--- src/rtl/mips_pkg.sv ---
// Shared encodings for the data-memory path.
// Size codes and the sequencer state enum.
package mips_pkg;

  localparam logic [1:0] SIZE_BYTE = 2'b00;
  localparam logic [1:0] SIZE_HALF = 2'b01;
  localparam logic [1:0] SIZE_WORD = 2'b11;

  typedef enum logic [1:0] {
    ST_IDLE = 2'd0,
    ST_REQ  = 2'd1,
    ST_DONE = 2'd2
  } dmem_state_t;

endpackage

--- src/rtl/dmem_lane_align.sv ---
// Byte-lane steering for a 4-lane data bus: enables,
// store replication, load extraction/extension, alignment.
module dmem_lane_align
  import mips_pkg::*;
(
  input  logic [1:0]  size,
  input  logic [1:0]  addr_lo,
  input  logic        sgn,
  input  logic [31:0] wdata,
  input  logic [31:0] rdata,
  output logic [3:0]  be,
  output logic [31:0] wdata_rep,
  output logic [31:0] rdata_ext,
  output logic        misaligned
);

  logic [7:0]  rd_byte;
  logic [15:0] rd_half;

  assign rd_byte = rdata[{addr_lo, 3'b000} +: 8];
  assign rd_half = addr_lo[1] ? rdata[31:16] : rdata[15:0];

  always_comb begin
    be         = 4'b0000;
    wdata_rep  = '0;
    rdata_ext  = '0;
    misaligned = 1'b0;
    unique case (1'b1)
      (size == SIZE_BYTE): begin
        be        = 4'b0001 << addr_lo;
        wdata_rep = {4{wdata[7:0]}};
        rdata_ext = {{24{sgn & rd_byte[7]}}, rd_byte};
      end
      (size == SIZE_HALF): begin
        be         = addr_lo[1] ? 4'b1100 : 4'b0011;
        wdata_rep  = {2{wdata[15:0]}};
        rdata_ext  = {{16{sgn & rd_half[15]}}, rd_half};
        misaligned = addr_lo[0];
      end
      (size == SIZE_WORD): begin
        be         = 4'b1111;
        wdata_rep  = wdata;
        rdata_ext  = rdata;
        misaligned = |addr_lo;
      end
      default: misaligned = 1'b1;
    endcase
  end

endmodule

--- src/rtl/data_mem_sequencer.sv ---
// Load/store sequencer: req/ack data-memory bus, PC stall.
// Optional request watchdog enabled by DMEM_TIMEOUT_EN.
module data_mem_sequencer
  import mips_pkg::*;
#(
  parameter int ADDR_W      = 32,
  parameter int DATA_W      = 32,
  parameter int TIMEOUT_CYC = 255
) (
  input  logic              clk_in,
  input  logic              rst_n_in,
  input  logic              mem_re_in,
  input  logic              mem_we_in,
  input  logic [1:0]        mem_size_in,
  input  logic              signed_in,
  input  logic [ADDR_W-1:0] addr_in,
  input  logic [DATA_W-1:0] wdata_in,
  output logic              bus_req_out,
  output logic              bus_we_out,
  output logic [ADDR_W-1:0] bus_addr_out,
  output logic [3:0]        bus_be_out,
  output logic [DATA_W-1:0] bus_wdata_out,
  input  logic              bus_ack_in,
  input  logic [DATA_W-1:0] bus_rdata_in,
  output logic              stall_out,
  output logic [DATA_W-1:0] rdata_out,
  output logic              done_out,
  output logic              err_out
);

  dmem_state_t       state, state_nx;
  logic [ADDR_W-1:0] addr_q;
  logic [DATA_W-1:0] wdata_q;
  logic [DATA_W-1:0] rdata_q;
  logic [1:0]        size_q;
  logic              sgn_q, we_q;
  logic              err_q, err_nx;
  logic              in_idle, in_req;
  logic              tmo;

  logic [1:0]        al_size, al_lo;
  logic [3:0]        al_be;
  logic [DATA_W-1:0] al_wdata, al_rdata;
  logic              al_mis;

  assign in_idle = (state == ST_IDLE);
  assign in_req  = (state == ST_REQ);

  // Live inputs are checked for alignment in IDLE; latched copy after.
  assign al_size = in_idle ? mem_size_in : size_q;
  assign al_lo   = in_idle ? addr_in[1:0] : addr_q[1:0];

  dmem_lane_align u_align (
    .size       (al_size),
    .addr_lo    (al_lo),
    .sgn        (sgn_q),
    .wdata      (wdata_q),
    .rdata      (bus_rdata_in),
    .be         (al_be),
    .wdata_rep  (al_wdata),
    .rdata_ext  (al_rdata),
    .misaligned (al_mis)
  );

`ifdef DMEM_TIMEOUT_EN
  localparam int CNT_W =
    ($clog2(TIMEOUT_CYC + 1) > 8) ? $clog2(TIMEOUT_CYC + 1) : 8;
  logic [CNT_W-1:0] cnt;

  assign tmo = (cnt == CNT_W'(TIMEOUT_CYC - 1));

  always_ff @(posedge clk_in) begin
    if (!rst_n_in)        cnt <= '0;
    else if (!in_req)     cnt <= '0;
    else if (!bus_ack_in) cnt <= cnt + 1'b1;
  end
`else
  // No watchdog: REQ waits for ack indefinitely.
  assign tmo = (TIMEOUT_CYC < 0);
`endif

  always_comb begin
    state_nx  = state;
    err_nx    = err_q;
    stall_out = 1'b0;
    unique case (state)
      ST_IDLE: begin
        if (mem_re_in | mem_we_in) begin
          stall_out = 1'b1;
          state_nx  = ST_DONE;
          err_nx    = 1'b1;
          if ((mem_re_in ^ mem_we_in) && !al_mis) begin
            state_nx = ST_REQ;
            err_nx   = 1'b0;
          end
        end
      end
      ST_REQ: begin
        stall_out = 1'b1;
        if (bus_ack_in) begin
          state_nx = ST_DONE;
          err_nx   = 1'b0;
        end else if (tmo) begin
          state_nx = ST_DONE;
          err_nx   = 1'b1;
        end
      end
      ST_DONE: begin
        state_nx = ST_IDLE;
        err_nx   = 1'b0;
      end
      default: begin
        state_nx = ST_IDLE;
        err_nx   = 1'b0;
      end
    endcase
  end

  always_ff @(posedge clk_in) begin
    if (!rst_n_in) begin
      state   <= ST_IDLE;
      err_q   <= 1'b0;
      rdata_q <= '0;
      addr_q  <= '0;
      wdata_q <= '0;
      size_q  <= SIZE_BYTE;
      sgn_q   <= 1'b0;
      we_q    <= 1'b0;
    end else begin
      state   <= state_nx;
      err_q   <= err_nx;
      rdata_q <= (in_req && bus_ack_in && !we_q) ? al_rdata : '0;
      if (in_idle && (mem_re_in ^ mem_we_in)) begin
        addr_q  <= addr_in;
        wdata_q <= wdata_in;
        size_q  <= mem_size_in;
        sgn_q   <= signed_in;
        we_q    <= mem_we_in;
      end
    end
  end

  assign bus_req_out   = in_req;
  assign bus_we_out    = in_req & we_q;
  assign bus_addr_out  = in_req ? {addr_q[ADDR_W-1:2], 2'b00} : '0;
  assign bus_be_out    = in_req ? al_be : 4'b0000;
  assign bus_wdata_out = in_req ? al_wdata : '0;
  assign done_out      = (state == ST_DONE);
  assign err_out       = done_out & err_q;
  assign rdata_out     = rdata_q;

endmodule

--- config.mk ---
export PLATFORM = sky130hd
export DESIGN_NAME = data_mem_sequencer
export DESIGN_NICKNAME = d
export VERILOG_FILES = /design/src/rtl/mips_pkg.sv /design/src/rtl/dmem_lane_align.sv /design/src/rtl/data_mem_sequencer.sv
export SDC_FILE = /design/constraint.sdc
export NUM_CORES = 1
export LEC_CHECK = 0
export ABC_AREA = 1
export BUFFER_PORTS_ARGS = -buffer_cell sky130_fd_sc_hd__clkbuf_2
export CAP_MARGIN = 20
export CORE_ASPECT_RATIO = 1.75
export CORE_MARGIN = 8
export CORE_UTILIZATION = 53
export DETAILED_ROUTE_END_ITERATION = 12
export HOLD_SLACK_MARGIN = 0.05
export PLACE_DENSITY = 0.95
export SETUP_SLACK_MARGIN = 0.5
export SLEW_MARGIN = 20
export SYNTH_ARGS = -nofsm -noshare
export SYNTH_HDL_FRONTEND = slang
export SYNTH_SLANG_ARGS = --single-unit
--- constraint.sdc ---
create_clock -name clk_in -period 2.4 [get_ports clk_in]
set_input_delay 0.36 -clock clk_in [delete_from_list [all_inputs] [get_ports clk_in]]
set_output_delay 0.36 -clock clk_in [all_outputs]
set_load 0.02 [all_outputs]
==> impl_results.md <==
* Status: finished, violations left
* Violated checks: setup timing
* Post-DP HPWL at 12600 um
* H-tree levels at 3
* P&R area growth vs syn at 47.2%
* Worst-Skew Late Latency at 0.35 ns
* Most common cell after layout, fill and taps aside: clkbuf_2
* Count of final max-slew check failures at 0
* Clock Skew at 0.00729 ns
* Min Hold Slack at 0.244 ns
* Drt via density at 5.80
* Final hold viol count at 0
* Worst Hold Class: input pin to flip-flop
* FF-to-FF setup slack at 0.52 ns
* Synth Area in Adders at 0.239%
* CP arrival at 2.05 ns
* Worst-path clk slew at 0.07 ns
* Syn. warnings at 0
* Most used cell, CP: nand2_2
* Simple-Gate Fraction of Synth Area at 26.0%
* # DRC at 0
* Share of power burned in the clock network at 20.5%
* Vias in the first global route at 5850
* Cell Area, Synth at 5230 um^2
* Final Setup Violations at 1
* Critical Path Fanout Max at 6
* Cells after Synth at 794
* Port bufs at 206
* Pre-antenna DRT Iters at 8
* # diodes at 0
* CP max stage delay at 0.38 ns
* Max_cap viols at 0
* Starting Density at 53.8%
* Post-synthesis compound-gate area fraction at 21.7%
* Area after DPL at 6300 um^2
* Placed instance count at 1086
* Routed len/inst at 19.9 um
* Crit. End Element: output port
* Total Routing Usage GR at 26.5%
* Std cell rows at 48
* Via count at 6657
* Register bit count reported by yosys at 103
* First-pass GRT wire length at 28900 um
* Setup TNS at -0.00880 ns
* Psw at 2.95 mW
* Maximum root-to-sink buffer count at 2
* Largest net degree at the start of global routing at 96
* Die height at 147 um
* Static Leak at 3.68 nW
* Post-Layout Cell Count at 1148
* Tot Pwr at 6.89 mW
* CTS tree: yes
* Max IR drop VDD at 0.698 mV
* Avg Cell Area, Syn at 6.59 um^2
* CORE AREA at 9730 um^2
* Pwr dens at 895 nW/um^2
* Period minus WS final at 2.41 ns
* CTS Root Cell: clkbuf_16
* Initial antenna violation count at 0
* Worst EP required at 2.04 ns
* Drt first-iter violations at 649
* Period utilisation layout at 100%
* Placer Congestion at 0.929
* CTS Buf Count at 9
* Post-route setup slack at -0.00880 ns
* Nets@finish at 1123
* CTS sink count at 103
* Mux cell area share after synthesis at 0%
* Post-route cell area at 7700 um^2
* Global route overflow at 0
* Final WL at 22900 um
* WS Path Type: flip-flop to output port
* Unique masters post-synth at 29
* Max Freq at 0.415 GHz
* Worst Path Buf+Inv at 5
* DRT antenna net count at 0
* RSZ-0062 raised after global routing: yes
* Kind of cell adding the most delay to the critical path: simple AND/OR/NAND/NOR gates
* Share of layout cells above drive strength 1 at 38.1%
* Final Util at 79.2%
* Die ar. at 13400 um^2
* Placement Setup Slack at 0.186 ns
* Crit-path cells: nor2_4, nand2_2, nand2_4, inv_8, nor2_8, buf_4, buf_6, nand2_2, o211ai_1, nand2_1, inv_1, clkbuf_8
* Internal Power at 3.94 mW
* Post-synthesis sequential area ratio at 39.4%
* Max stage delay cell, worst path: dfxtp_4
* Startpoint type of the worst setup path: flip-flop
* Sw Ratio at 42.9%
* I/O pin count at 209
* Die W at 91.1 um
* Post-Synth XOR/XNOR Area at 0%
* Combinational fraction of design power at 48.1%
* Combinational family with the most area after synthesis: simple AND/OR/NAND/NOR gates
* Sequential share of power at 31.3%
* Commonest cells after routing, fill and taps aside: 169 x clkbuf_2, 168 x nor2_1, 101 x dfxtp_1, 94 x o21ai_0, 93 x nand2_1
==> tightest hold or removal path: stages <==
cell      delay [ns]
clkbuf_2        0.08
nor2_1          0.04
nor2_1          0.08
==> routing by layer <==
| layer | track usage [%] | vias up | share of wire (%) |
|---|---|---|---|
| met5 | 0 | - | 0 |
| met4 | 19.5 | 0 | 9.4 |
| met3 | 7.57 | 190 | 11 |
| met2 | 45.7 | 586 | 49 |
| met1 | 26.5 | 2939 | 31 |
| li1 | - | 2942 | - |
==> final timing paths <==
kind	startpoint	to	depth (start not counted)
setup reg to reg	state[1]$_SDFFE_PN0P_	rdata_out[24]$_SDFF_PN0_	11
setup / recovery	state[1]$_SDFFE_PN0P_	bus_wdata_out[28]	12
hold / removal	wdata_in[28]	wdata_q[28]$_SDFFE_PN0P_	3
hold reg to reg	addr_q[8]$_SDFFE_PN0P_	addr_q[8]$_SDFFE_PN0P_	2
==> power by group through the flow <==
stage	Sequential, mW	Clock [mW]	Combinational, mW
final	2.16	1.42	3.32
after global routing	2.17	1.47	3.55
after CTS	2.10	1.42	2.52
after global placement	2.11	0	2.14
after detailed placement	2.12	0	2.19
after floorplan	2.10	0	1.69
==> synthesized netlist by cell type <==
cell type | count | area share (%)
nor2_8 | 1 | 0.38
o21ai_0 | 94 | 9.0
ha_1 | 1 | 0.24
nor2_2 | 9 | 1.1
o211ai_1 | 7 | 1.0
a21oi_2 | 22 | 3.7
inv_1 | 92 | 6.6
nor2_4 | 2 | 0.43
nor2_1 | 177 | 13
buf_2 | 13 | 1.2
buf_6 | 5 | 1.1
nand2_1 | 119 | 8.5
o21ai_1 | 3 | 0.29
o21ai_2 | 1 | 0.17
dfxtp_1 | 103 | 39
nand4_1 | 2 | 0.24
inv_2 | 7 | 0.50
conb_1 | 1 | 0.072
nand2_2 | 4 | 0.48
nand3_1 | 13 | 1.2
and3_1 | 1 | 0.12
clkbuf_1 | 26 | 1.9
a31oi_1 | 4 | 0.48
or2_2 | 1 | 0.12
a21oi_1 | 74 | 7.1
nor3_1 | 1 | 0.096
nand2_4 | 1 | 0.22
buf_4 | 9 | 1.3
nand4_4 | 1 | 0.41
==> sequential cells by signal (all words and copies together), names as in the netlist <==
name,cells
sgn_q,1
we_q,1
err_q,1
wdata_q,32
state,2
rdata_out,32
size_q,2
addr_q,32
==> layout make-up <==
cell class	instances	area, um^2
Clock buffer	11	243
Clock inverter	5	41.3
Fill cell	601	2030
Inverter	99	403
Multi-Input combinational cell	542	2890
Sequential cell	103	2070
Tap cell	125	156
Timing Repair Buffer	263	1900
==> cells by family (layout without fill, tap and decap cells) <==
group           Yosys count  count (layout)
compound gates          205             205
fa+ha+maj                 1               1
buf+inv                 152             378
flops                   103             103
other cells               1               2
simple gates            332             334
==> what timing repair did <==
action | in CTS | in global routing
setup buffers | 16 | 25
hold buffers | 0 | 0
setup endpoints to repair | 97 | 99
cloned | 0 | 5
pin swaps | 17 | 25
gates resized for setup | 93 | 106
Power figures use the tool's default switching activity.
